**src/rtl/ps2_pkg.sv**
```systemverilog
// Shared types and constants for the PS/2 keyboard event path.
//   PS2_PREFIX_EXT / PS2_PREFIX_BRK : scancode prefix bytes folded by the decoder
//   ps2_evt_t                       : one decoded key event {extended, brk, code}
//   ps2_dec_state_t                 : prefix-decoder state
package ps2_pkg;

  localparam logic [7:0] PS2_PREFIX_EXT = 8'hE0;
  localparam logic [7:0] PS2_PREFIX_BRK = 8'hF0;

  typedef struct packed {
    logic       extended;
    logic       brk;
    logic [7:0] code;
  } ps2_evt_t;

  localparam int unsigned PS2_EVT_W = $bits(ps2_evt_t);

  typedef enum logic [1:0] {
    IDLE    = 2'd0,
    EXT     = 2'd1,
    BRK     = 2'd2,
    EXT_BRK = 2'd3
  } ps2_dec_state_t;

endpackage

```
**src/rtl/sync_fifo_fwft.sv**
```systemverilog
// First-word-fall-through synchronous FIFO with a registered head word.
//   clk, reset  : clock, synchronous active-high reset
//   push, din   : write request and data (dropped when full and not popping)
//   pop         : advance head (ignored when empty)
//   flush       : empty the FIFO, discard same-cycle push/pop
//   dout        : registered head entry, holds last value when empty
//   valid       : registered not-empty
//   count       : registered number of stored entries, 0..DEPTH
//   overflow_c  : combinational pulse, push dropped because full
module sync_fifo_fwft #(
  parameter int unsigned WIDTH = 8,
  parameter int unsigned DEPTH = 16
) (
  input  logic                       clk,
  input  logic                       reset,
  input  logic                       push,
  input  logic [WIDTH-1:0]           din,
  input  logic                       pop,
  input  logic                       flush,
  output logic [WIDTH-1:0]           dout,
  output logic                       valid,
  output logic [$clog2(DEPTH):0]     count,
  output logic                       overflow_c
);

  localparam int unsigned AW = $clog2(DEPTH);
  localparam int unsigned CW = AW + 1;

  logic [WIDTH-1:0] mem [DEPTH];
  logic [AW-1:0]    wr_q, rd_q;
  logic [CW-1:0]    count_q, count_d;
  logic [WIDTH-1:0] dout_q;
  logic             valid_q;
  logic             full_c, do_push, do_pop;

  // A pop frees a slot in the same cycle, so a full FIFO can still accept a push.
  assign full_c     = (count_q == CW'(DEPTH));
  assign do_pop     = pop & valid_q & ~flush;
  assign do_push    = push & ~flush & (~full_c | do_pop);
  assign overflow_c = push & ~flush & full_c & ~do_pop;

  // Next occupancy.
  always_comb begin
    count_d = count_q;
    if (do_push && !do_pop)      count_d = count_q + CW'(1);
    else if (do_pop && !do_push) count_d = count_q - CW'(1);
  end

  // Storage array, no reset needed.
  always_ff @(posedge clk) begin
    if (do_push) mem[wr_q] <= din;
  end

  // Pointers, occupancy and registered head word.
  always_ff @(posedge clk) begin
    if (reset) begin
      wr_q    <= '0;
      rd_q    <= '0;
      count_q <= '0;
      valid_q <= 1'b0;
      dout_q  <= '0;
    end else if (flush) begin
      wr_q    <= '0;
      rd_q    <= '0;
      count_q <= '0;
      valid_q <= 1'b0;
    end else begin
      if (do_push) wr_q <= wr_q + AW'(1);
      if (do_pop)  rd_q <= rd_q + AW'(1);
      count_q <= count_d;
      valid_q <= (count_d != '0);
      // Head comes from din when the FIFO is (or becomes) otherwise empty,
      // else from the entry behind the one being popped.
      if (do_push && (count_q == '0 || (do_pop && count_q == CW'(1))))
        dout_q <= din;
      else if (do_pop && count_q > CW'(1))
        dout_q <= mem[rd_q + AW'(1)];
    end
  end

  assign dout  = dout_q;
  assign valid = valid_q;
  assign count = count_q;

endmodule

```
**src/rtl/ps2_kbd_event_fifo.sv**
```systemverilog
// PS/2 scancode prefix decoder feeding an event FIFO, with sticky status.
//   clk, reset_i            : clock, synchronous active-high reset
//   ps2_code_i/strobe_i     : received byte and its one-cycle valid pulse
//   ps2_err_i               : receive error pulse, aborts any partial prefix
//   rd_i, flush_i, clr_i    : pop head, empty FIFO + reset decoder, clear sticky status
//   evt_o, valid_o, count_o : head event {ext, brk, code}, not-empty, occupancy
//   overflow_o, err_o       : sticky dropped-event / receive-error flags
//   err_cnt_o               : saturating receive-error count
module ps2_kbd_event_fifo
  import ps2_pkg::*;
#(
  parameter int unsigned DEPTH     = 16,
  parameter int unsigned ERR_CNT_W = 8
) (
  input  logic                     clk,
  input  logic                     reset_i,
  input  logic [7:0]               ps2_code_i,
  input  logic                     ps2_strobe_i,
  input  logic                     ps2_err_i,
  input  logic                     rd_i,
  input  logic                     flush_i,
  input  logic                     clr_i,
  output logic [PS2_EVT_W-1:0]     evt_o,
  output logic                     valid_o,
  output logic [$clog2(DEPTH):0]   count_o,
  output logic                     overflow_o,
  output logic                     err_o,
  output logic [ERR_CNT_W-1:0]     err_cnt_o
);

  ps2_dec_state_t       state_q, state_d;
  ps2_evt_t             evt_d;
  logic                 push_c;
  logic                 ovf_c;
  logic                 overflow_q, err_q;
  logic [ERR_CNT_W-1:0] err_cnt_q;

  // Decoder state register.
  always_ff @(posedge clk) begin
    if (reset_i) state_q <= IDLE;
    else         state_q <= state_d;
  end

  // Prefix folding: prefixes move between states, any other byte emits an event.
  always_comb begin
    state_d      = state_q;
    push_c       = 1'b0;
    evt_d        = '0;
    evt_d.code   = ps2_code_i;
    if (ps2_err_i || flush_i) begin
      state_d = IDLE;
    end else if (ps2_strobe_i) begin
      if (ps2_code_i == PS2_PREFIX_EXT) begin
        state_d = (state_q == IDLE) ? EXT
                : (state_q == EXT)  ? EXT : EXT_BRK;
      end else if (ps2_code_i == PS2_PREFIX_BRK) begin
        state_d = (state_q == IDLE) ? BRK
                : (state_q == BRK)  ? BRK : EXT_BRK;
      end else begin
        push_c         = 1'b1;
        evt_d.extended = (state_q == EXT) || (state_q == EXT_BRK);
        evt_d.brk      = (state_q == BRK) || (state_q == EXT_BRK);
        state_d        = IDLE;
      end
    end
  end

  sync_fifo_fwft #(
    .WIDTH (PS2_EVT_W),
    .DEPTH (DEPTH)
  ) u_fifo (
    .clk        (clk),
    .reset      (reset_i),
    .push       (push_c),
    .din        (evt_d),
    .pop        (rd_i),
    .flush      (flush_i),
    .dout       (evt_o),
    .valid      (valid_o),
    .count      (count_o),
    .overflow_c (ovf_c)
  );

  // Sticky status: a same-cycle set wins over clr_i.
  always_ff @(posedge clk) begin
    if (reset_i) begin
      overflow_q <= 1'b0;
      err_q      <= 1'b0;
      err_cnt_q  <= '0;
    end else begin
      overflow_q <= ovf_c | (overflow_q & ~clr_i);
      err_q      <= ps2_err_i | (err_q & ~clr_i);
      if (clr_i)
        err_cnt_q <= ps2_err_i ? ERR_CNT_W'(1) : '0;
      else if (ps2_err_i && err_cnt_q != '1)
        err_cnt_q <= err_cnt_q + ERR_CNT_W'(1);
    end
  end

  assign overflow_o = overflow_q;
  assign err_o      = err_q;
  assign err_cnt_o  = err_cnt_q;

endmodule

```
**config.mk**
```make
export PLATFORM = sky130hd
export DESIGN_NAME = ps2_kbd_event_fifo
export DESIGN_NICKNAME = d
export VERILOG_FILES = /design/src/rtl/ps2_pkg.sv /design/src/rtl/sync_fifo_fwft.sv /design/src/rtl/ps2_kbd_event_fifo.sv
export SDC_FILE = /design/constraint.sdc
export NUM_CORES = 1
export LEC_CHECK = 0
export CAP_MARGIN = 0
export CORE_MARGIN = 4
export CORE_UTILIZATION = 25
export CTS_CLUSTER_SIZE = 10
export DETAILED_ROUTE_END_ITERATION = 6
export SYNTH_ARGS = -nofsm -noshare
export SYNTH_HDL_FRONTEND = slang
export SYNTH_SLANG_ARGS = --single-unit
```
**constraint.sdc**
```tcl
create_clock -name clk -period 6.4 [get_ports clk]
set_input_delay 0.96 -clock clk [delete_from_list [all_inputs] [get_ports clk]]
set_output_delay 0.96 -clock clk [all_outputs]
set_load 0.03 [all_outputs]
```
==> results of run 1 <==
## flip-flops by register name, indices dropped and copies added (netlist names)
| register | count |
|---|---|
| u_fifo.mem | 160 |
| u_fifo.dout | 10 |
| err_cnt_o | 8 |
| u_fifo.count | 5 |
| u_fifo.rd_q | 4 |
| u_fifo.wr_q | 4 |
| state_q | 2 |
| err_o | 1 |
| overflow_o | 1 |
| u_fifo.valid | 1 |
## cells in the final DEF, fill, tap and decap left out, types with 13 or more instances in the layout
cell / n
nand2_1: 20
edfxtp_1: 160
nor2_1: 47
clkbuf_16: 17
o21ai_0: 20
clkdlybuf4s50_1: 40
buf_4: 13
nor4_1: 19
nor3_1: 17
inv_1: 38
mux4_2: 40
dfxtp_1: 35
## worst reg2reg max path, delay by kind of cell, from the launching register on
family	cells	cell delay [ns]
adders and majority gates	1	0.24
and+or+nand+nor	3	1.26
buffers and inverters	1	0.15
AOI/OAI and AO/OA	1	0.38
DFF	1	0.49
## metal layers
metal / GRT usage (%) / vias up
met4: 3.73 / 0
met3: 2.22 / 18
met5: 0 / -
met2: 17.8 / 73
li1: - / 2140
met1: 13.2 / 2338
## logic make-up after synthesis
kind of cell    Yosys count  synth area share, %
simple gates            155                 9.81
xor+xnor                 11                 1.18
fa+ha+maj                10                 1.54
flops                   196                 67.8
compound gates           61                 5.02
mux                      41                 11.2
buf+inv                  62                 3.47
## power breakdown
part           switching [mW]  total (mW)  internal (mW)  leakage (nW)
clock                   0.540        1.07          0.530         0.291
sequential            0.00590        1.39           1.38          1.73
combinational          0.0601      0.0965         0.0364          1.01
total                   0.606        2.55           1.95          3.03
## per-stage QoR
step	instances	utilization, %	area, um2	hold slack, ns	worst slack [ns]
after detailed placement	1000	28.4	9050	0.460	2.31
after global placement	1000	28.4	9050	0.453	2.42
after global routing	1032	30.3	9660	0.493	2.53
final	1032	30.3	9660	0.469	2.80
after floorplan	536	-	8150	0.429	3.39
after CTS	1032	30.3	9660	0.472	2.77
## worst max-delay path by stage
| stage | cells after the start | endpoint |
|---|---|---|
| after global placement | 6 | u_fifo.mem[11][8] |
| after detailed placement | 6 | u_fifo.mem[4][2] |
| final | 6 | u_fifo.mem[12][2] |
| after global routing | 6 | u_fifo.mem[4][2] |
| after CTS | 6 | u_fifo.mem[4][5] |
| after floorplan | 6 | u_fifo.mem[3][0] |
## layout make-up
type | count | area (um2)
inverter | 38 | 143
fill | 3190 | 22200
tap | 435 | 544
clock inverter | 15 | 179
sequential | 196 | 5530
clock buffer | 17 | 425
multi-input combinational | 278 | 2340
timing repair buffer | 53 | 498
==> flow_metrics.py, run 1 <==
metrics = {
    "status": {
        "status": "finished, final reports clean",
    },
    "sta": {
        "finalSetupViolCount": 0,
        "worst_pin_slew_ns": 1.13,
        "min_period_ns": 3.60,
        "max-slew-margin-rel_pct": 24.5,
        "period_share_pct": 56.2,
        "tns_ns": 0,
        "maxSlewViolCount": 0,
        "rsz0062_at_grt": "false",
        "fmax_mhz": 278,
        "clock_skew_ns": 0.0165,
        "finalHoldViolCount": 0,
    },
    "worst_setup_path": {
        "critPathTopFamily": "simple AND/OR/NAND/NOR gates",
        "cpPeakStageDelay_ns": 0.90,
        "cp-end-kind": "register",
        "worstSetupStartpointType": "input port",
        "crit_path_max_fanout": 18,
        "worstSetupStartpoint": "ps2_code_i[3]",
        "timing.rr.start": "u_fifo.count[0]",
        "r2r_cells": 6,
        "r2r_end": "u_fifo.mem[12][2]",
        "criticalPathCategory": "input port to register",
        "critPathBufInv": 1,
        "crit_slowest_cell": "clkdlybuf4s50_1",
        "r2r_slack_ns": 3.51,
        "crit_chain": "clkdlybuf4s50_1 -> nand4b_1 -> o41ai_2 -> a21oi_2 -> nand2_1 -> nor2_1",
        "cp_data_required_time_ns": 6.45,
        "cp.arrival_ns": 3.65,
    },
    "clock_tree": {
        "clock_latency_ns": 0.44,
        "cts_resized": 0,
        "ctsRootBufferMaster": "clkbuf_16",
        "numCtsBuffers": 17,
        "postCtsSetupRepairBufs": 0,
        "ctsHoldBuffers": 0,
        "cts_buffer_depth": 2,
        "cts.sinks": 196,
        "cts-htree-levels": 4,
        "cts_tree": "built",
        "clkSlewWorstSetupHoldPaths_ns": 0.08,
    },
    "yosys": {
        "synth.net_count": 561,
        "synth_area_mm2": 0.00815,
        "synth.avg_cell_area_um2": 15.2,
        "synth_top_area_cell": "edfxtp_1",
        "synth_top_area_share_pct": 59.0,
        "synthDistinctLibCells": 49,
        "synth_warnings": 0,
        "ys_ff_latch": 196,
        "synth_cells": 536,
        "netlist_top_cells_area": "edfxtp_1 (59%), mux4_2 (11%), dfxtp_1 (8.8%)",
        "synth_edf_count": 160,
        "synthTopCellsByCount": "edfxtp_1 (160), nor2_1 (47), mux4_2 (40)",
        "synth.most_common_cell": "edfxtp_1",
        "async_reset_ff_share_pct": 0,
        "ys_seq_area_share_pct": 67.8,
        "synth_ff_type": "edfxtp_1",
    },
    "layout": {
        "drive_above_1_share_pct": 17.6,
        "diodes": 0,
        "fin_nets": 609,
        "areaGrowthSynthToFinish_pct": 18.5,
    },
    "floorplanning": {
        "fp.coreArea_mm2": 0.0319,
        "dieArea_mm2": 0.0355,
        "start_util_pct": 25.6,
        "ioPinCount": 41,
        "chipHeight_um": 189,
        "die_x_um": 189,
        "rows": 65,
    },
    "routing": {
        "first_iter_violations": 382,
        "detail_route.wl_per_cell_um": 17.8,
        "wirelength_mm": 18.3,
        "drc": 0,
        "drt-met1-wl_mm": 8.09,
        "ant_nets": 0,
        "via_per_inst": 4.43,
        "highest_layer": "met4",
        "wl_met3_um": 586,
        "vias": 4569,
        "dr_wl_met2_mm": 9.33,
        "first_pass_iters": 4,
    },
    "place": {
        "port_buffers": 40,
        "gp_congestion": 0.781,
        "hpwl_mm": 11.8,
    },
    "global_routing": {
        "grt_pass1_wl_mm": 28.0,
        "grt_pass1_vias": 4531,
        "overflow": 0,
        "grt.total_usage_pct": 10.4,
        "grt_max_degree": 42,
        "antenna_found_initial": 0,
    },
    "power": {
        "power_mw": 2.55,
        "powerDensity_mw_per_mm2": 264,
        "leakagePower_nw": 3.03,
        "peakVddDrop_uv": 163,
    },
    "min_path": {
        "hold_depth": 2,
        "hold_path.class": "register to register",
        "worstHoldStart": "state_q[0]",
        "hold_end": "state_q[0]",
    },
    "flow_run": {
        "cap_violations": 0,
    },
}
(Power assumes the default switching activity.)
==> run 2, diff against run 1 <==
clock period = 3.1 ns   (was 6.4 ns; I/O delays follow)
==> flow_metrics.py, run 2 (same netlist as run 1, synthesis figures left out) <==
metrics = {
    "status": {
        "status": "finished, final reports clean",
    },
    "clock_tree": {
        "clock_latency_ns": 0.43,
        "ctsRootBufferMaster": "clkbuf_16",
        "postCtsSetupRepairBufs": 0,
        "cts.sinks": 196,
        "ctsHoldBuffers": 0,
        "cts_buffer_depth": 2,
        "numCtsBuffers": 17,
        "cts-htree-levels": 4,
        "cts_resized": 0,
        "cts_tree": "built",
        "clkSlewWorstSetupHoldPaths_ns": 0.07,
    },
    "worst_setup_path": {
        "critPathBufInv": 1,
        "worstSetupStartpointType": "register",
        "r2r_cells": 7,
        "criticalPathCategory": "register to register",
        "cpPeakStageDelay_ns": 0.49,
        "critPathTopFamily": "compound AO/OA/AOI/OAI gates",
        "crit_chain": "buf_4 -> and2_2 -> o21ai_2 -> a21oi_2 -> o22ai_1 -> nor4_1 -> nor4_1",
        "cp_data_required_time_ns": 3.41,
        "cp.arrival_ns": 2.67,
        "crit_top_cell": "nor4_1",
        "cp.depth": 7,
        "cp-end-kind": "register",
        "crit_path_max_fanout": 15,
        "crit_slowest_cell": "a21oi_2",
    },
    "layout": {
        "stdcell_area_mm2": 0.00982,
        "fin_nets": 632,
        "layout_common_cells": "edfxtp_1 (160), nor2_1 (47), mux4_2 (40), clkdlybuf4s50_1 (40), inv_1 (38)",
        "final_util_pct": 30.8,
        "largest_reg_flops": 160,
        "layout_commonest_cell": "edfxtp_1",
        "diodes": 0,
        "fillerInstances": 3188,
        "areaGrowthSynthToFinish_pct": 20.5,
        "instances_no_fill": 1055,
        "largest_register": "u_fifo.mem",
        "drive_above_1_share_pct": 20.5,
    },
    "sta": {
        "rsz0062_at_grt": "false",
        "max-slew-margin-rel_pct": 36.7,
        "clock_skew_ns": 0.00890,
        "fmax_mhz": 423,
        "period_share_pct": 76.2,
        "worst_pin_slew_ns": 0.946,
        "finalSetupViolCount": 0,
        "tns_ns": 0,
        "min_period_ns": 2.36,
        "finalHoldViolCount": 0,
        "maxSlewViolCount": 0,
    },
    "global_routing": {
        "grt_pass1_vias": 4621,
        "grt.total_usage_pct": 10.6,
        "antenna_found_initial": 0,
        "grt_max_degree": 30,
        "grt_pass1_wl_mm": 28.5,
        "overflow": 0,
    },
    "floorplanning": {
        "fp.coreArea_mm2": 0.0319,
        "chipHeight_um": 189,
        "ioPinCount": 41,
        "dieArea_mm2": 0.0355,
        "start_util_pct": 25.6,
        "rows": 65,
        "die_x_um": 189,
    },
    "place": {
        "gp_congestion": 0.819,
        "port_buffers": 40,
        "place_area_mm2": 0.00923,
        "hpwl_mm": 12.6,
        "place_inst": 1023,
    },
    "power": {
        "powerDensity_mw_per_mm2": 539,
        "power_mw": 5.30,
        "peakVddDrop_uv": 300,
        "leakagePower_nw": 3.14,
    },
    "routing": {
        "ant_nets": 0,
        "first_iter_violations": 465,
        "first_pass_iters": 7,
        "drc": 0,
        "vias": 4705,
        "detail_route.wl_per_cell_um": 17.7,
        "via_per_inst": 4.46,
        "wirelength_mm": 18.7,
    },
    "min_path": {
        "hold_depth": 2,
        "hold_path.class": "register to register",
    },
    "flow_run": {
        "cap_violations": 0,
    },
}
[run 2: cell count changes in the layout (fill, tap and decap cells not counted)]
cell,change
buf_4,+23
clkinv_8,-5
inv_6,+3
bufinv_16,+2
clkbuf_1,+1
clkinv_4,+1
inv_12,-1
inv_8,-1
[run 2: worst paths after layout]
check	startpoint	to	slack (ns)
worst min register to register	state_q[0]	state_q[0]	0.47
worst max register to register	u_fifo.rd_q[0]	u_fifo.dout[7]	0.74
worst max-delay path	u_fifo.rd_q[0]	u_fifo.dout[7]	0.74
worst min-delay path	state_q[0]	state_q[0]	0.47
[run 2: layout make-up]
cell class                 instances  area [um2]  share of cell area (%)
sequential                       196        5530                    56.3
inverter                          38         143                    1.45
multi-input combinational        278        2340                    23.9
tap                              435         544                    5.54
timing repair buffer              76         671                    6.83
clock buffer                      18         429                    4.37
clock inverter                    14         165                    1.68
[run 2: metrics by stage]
stage	setup slack (ns)	hold slack, ns
floorplan	0.260	0.429
global placement	0.292	0.449
detailed placement	0.295	0.456
CTS	0.736	0.466
global route	0.594	0.510
finish	0.738	0.467
[run 2: layer usage]
metal | global-route usage, % | share of wire [%] | vias to the layer above
met1 | 14.7 | 46 | 2373
met2 | 16.7 | 48 | 120
li1 | - | - | 2186
met4 | 4.04 | 2.3 | 0
met3 | 2.07 | 3.9 | 26
met5 | 0 | 0 | -
[run 2: where the power goes]
group	internal, mW	switching (mW)	total [mW]
registers	2.85	0.0140	2.86
logic	0.0811	0.129	0.211
clock network	1.22	1.01	2.22
total	4.15	1.15	5.30
[run 2: worst reg2reg max path, cell delays in order (launching register included)]
cell     delay (ns)
dfxtp_2        0.34
buf_4          0.29
and2_2         0.26
o21ai_2        0.08
a21oi_2        0.49
o22ai_1        0.26
nor4_1         0.41
nor4_1         0.11
==> run 3, diff against run 2 <==
clock period = 2.4 ns   (was 3.1 ns; I/O delays follow)
==> flow_metrics.py, run 3 (same netlist as run 1, synthesis figures left out) <==
metrics = {
    "status": {
        "status": "finished, final reports clean",
    },
    "worst_setup_path": {
        "criticalPathCategory": "input port to register",
        "r2r_slack_ns": 0.20,
        "cp-end-kind": "register",
        "cp.arrival_ns": 2.56,
        "timing.rr.start": "u_fifo.rd_q[0]",
        "crit_path_max_fanout": 6,
        "worstSetupStartpointType": "input port",
        "cp_data_required_time_ns": 2.71,
        "worstSetupStartpoint": "ps2_code_i[7]",
    },
    "sta": {
        "period_share_pct": 94.0,
        "tns_ns": 0,
        "finalHoldViolCount": 0,
        "finalSetupViolCount": 0,
        "worst_pin_slew_ns": 1.07,
        "maxSlewViolCount": 0,
        "fmax_mhz": 443,
        "max-slew-margin-rel_pct": 28.4,
        "rsz0062_at_grt": "false",
        "clock_skew_ns": 0.0124,
        "min_period_ns": 2.26,
    },
    "power": {
        "clkPwrFrac_pct": 41.1,
        "swShare_pct": 22.3,
        "peakVddDrop_uv": 437,
        "power_mw": 6.79,
        "comb_power_share_pct": 4.5,
        "seq_power_share_pct": 54.5,
        "leakagePower_nw": 3.33,
        "power.switching_mw": 1.51,
        "powerDensity_mw_per_mm2": 666,
        "intPower_mw": 5.28,
    },
    "routing": {
        "drt-met1-wl_mm": 8.70,
        "ant_nets": 0,
        "via_per_inst": 4.46,
        "first_iter_violations": 409,
        "drc": 0,
        "first_pass_iters": 4,
        "dr_wl_met2_mm": 8.72,
        "wl_met3_mm": 1.36,
        "wirelength_mm": 19.1,
        "highest_layer": "met5",
        "detail_route.wl_per_cell_um": 17.5,
        "vias": 4850,
    },
    "floorplanning": {
        "start_util_pct": 25.6,
        "chipHeight_um": 189,
        "rows": 65,
        "dieArea_mm2": 0.0355,
        "die_x_um": 189,
        "fp.coreArea_mm2": 0.0319,
        "ioPinCount": 41,
    },
    "clock_tree": {
        "cts-htree-levels": 4,
        "postCtsSetupRepairBufs": 0,
        "ctsRootBufferMaster": "clkbuf_16",
        "numCtsBuffers": 17,
        "cts_resized": 0,
        "ctsHoldBuffers": 0,
        "clock_latency_ns": 0.43,
        "cts_tree": "built",
        "clkSlewWorstSetupHoldPaths_ns": 0.07,
        "cts_buffer_depth": 2,
        "cts.sinks": 196,
    },
    "global_routing": {
        "grt_pass1_wl_mm": 29.3,
        "grt.total_usage_pct": 10.9,
        "grt_pass1_vias": 4726,
        "grt_max_degree": 22,
        "overflow": 0,
        "antenna_found_initial": 1,
    },
    "place": {
        "port_buffers": 40,
        "hpwl_mm": 13.3,
        "place_inst": 1056,
        "gp_congestion": 0.809,
    },
    "layout": {
        "areaGrowthSynthToFinish_pct": 25.1,
        "drive_above_1_share_pct": 25.6,
        "fin_nets": 665,
        "instances_no_fill": 1088,
        "layout_common_cells": "edfxtp_1 (160), buf_4 (60), nor2_1 (44), mux4_2 (40), clkdlybuf4s50_1 (40)",
        "layout_commonest_cell": "edfxtp_1",
        "final_util_pct": 32.0,
        "largest_reg_flops": 160,
        "diodes": 0,
        "largest_register": "u_fifo.mem",
    },
    "min_path": {
        "hold_path.class": "register to register",
        "worstHoldStart": "state_q[0]",
    },
    "flow_run": {
        "cap_violations": 0,
    },
}
## run 3: cell count changes in the layout (fill, tap and decap cells not counted), sizes merged
| cell | before | now |
|---|---|---|
| clkinvlp | 1 | 0 |
| buf | 36 | 69 |
| inv | 45 | 47 |
| bufinv | 2 | 1 |
## run 3: worst max-delay path, cell delays in order
cell             delay [ns]
clkdlybuf4s50_1        0.60
nand4b_1               0.28
buf_4                  0.23
o41a_1                 0.36
and3_1                 0.28
buf_4                  0.18
nor3_1                 0.19
nor4_1                 0.09
## run 3: stage by stage
stage / cell area [um2] / hold slack [ns] / worst slack [ns]
after floorplan: 8190 / 0.429 / 0.0282
after global placement: 9620 / 0.455 / -0.268
after detailed placement: 9620 / 0.460 / -0.280
after CTS: 10200 / 0.471 / 0.175
after global routing: 10200 / 0.486 / 0.0388
final: 10200 / 0.464 / 0.144
## run 3: worst paths after layout
| kind | depth (start not counted) | end |
|---|---|---|
| max | 8 | u_fifo.dout[6] |
| max reg2reg | 7 | u_fifo.dout[0] |
| min reg2reg | 2 | state_q[0] |
| min | 2 | state_q[0] |
## run 3: power by group through the flow
stage	sequential, mW	clock [mW]	combinational [mW]
floorplan	3.80	0	0.0988
global placement	3.77	0	0.303
detailed placement	3.77	0	0.305
CTS	3.70	2.84	0.306
global route	3.70	2.99	0.327
finish	3.70	2.79	0.303
## run 3: area by class of cell
class | count | area (um2)
fillers | 3148 | 21700
flip-flops and latches | 196 | 5530
multi-input cells | 278 | 2380
repair buffers | 109 | 1030
well taps | 435 | 544
clock buffers | 18 | 429
inverters | 38 | 143
clock inverters | 14 | 140
## run 3: layer usage
metal	vias to the layer above	track usage [%]
li1	2251	-
met2	159	16.4
met4	2	2.86
met1	2417	15.3
met3	21	3.20
met5	-	0
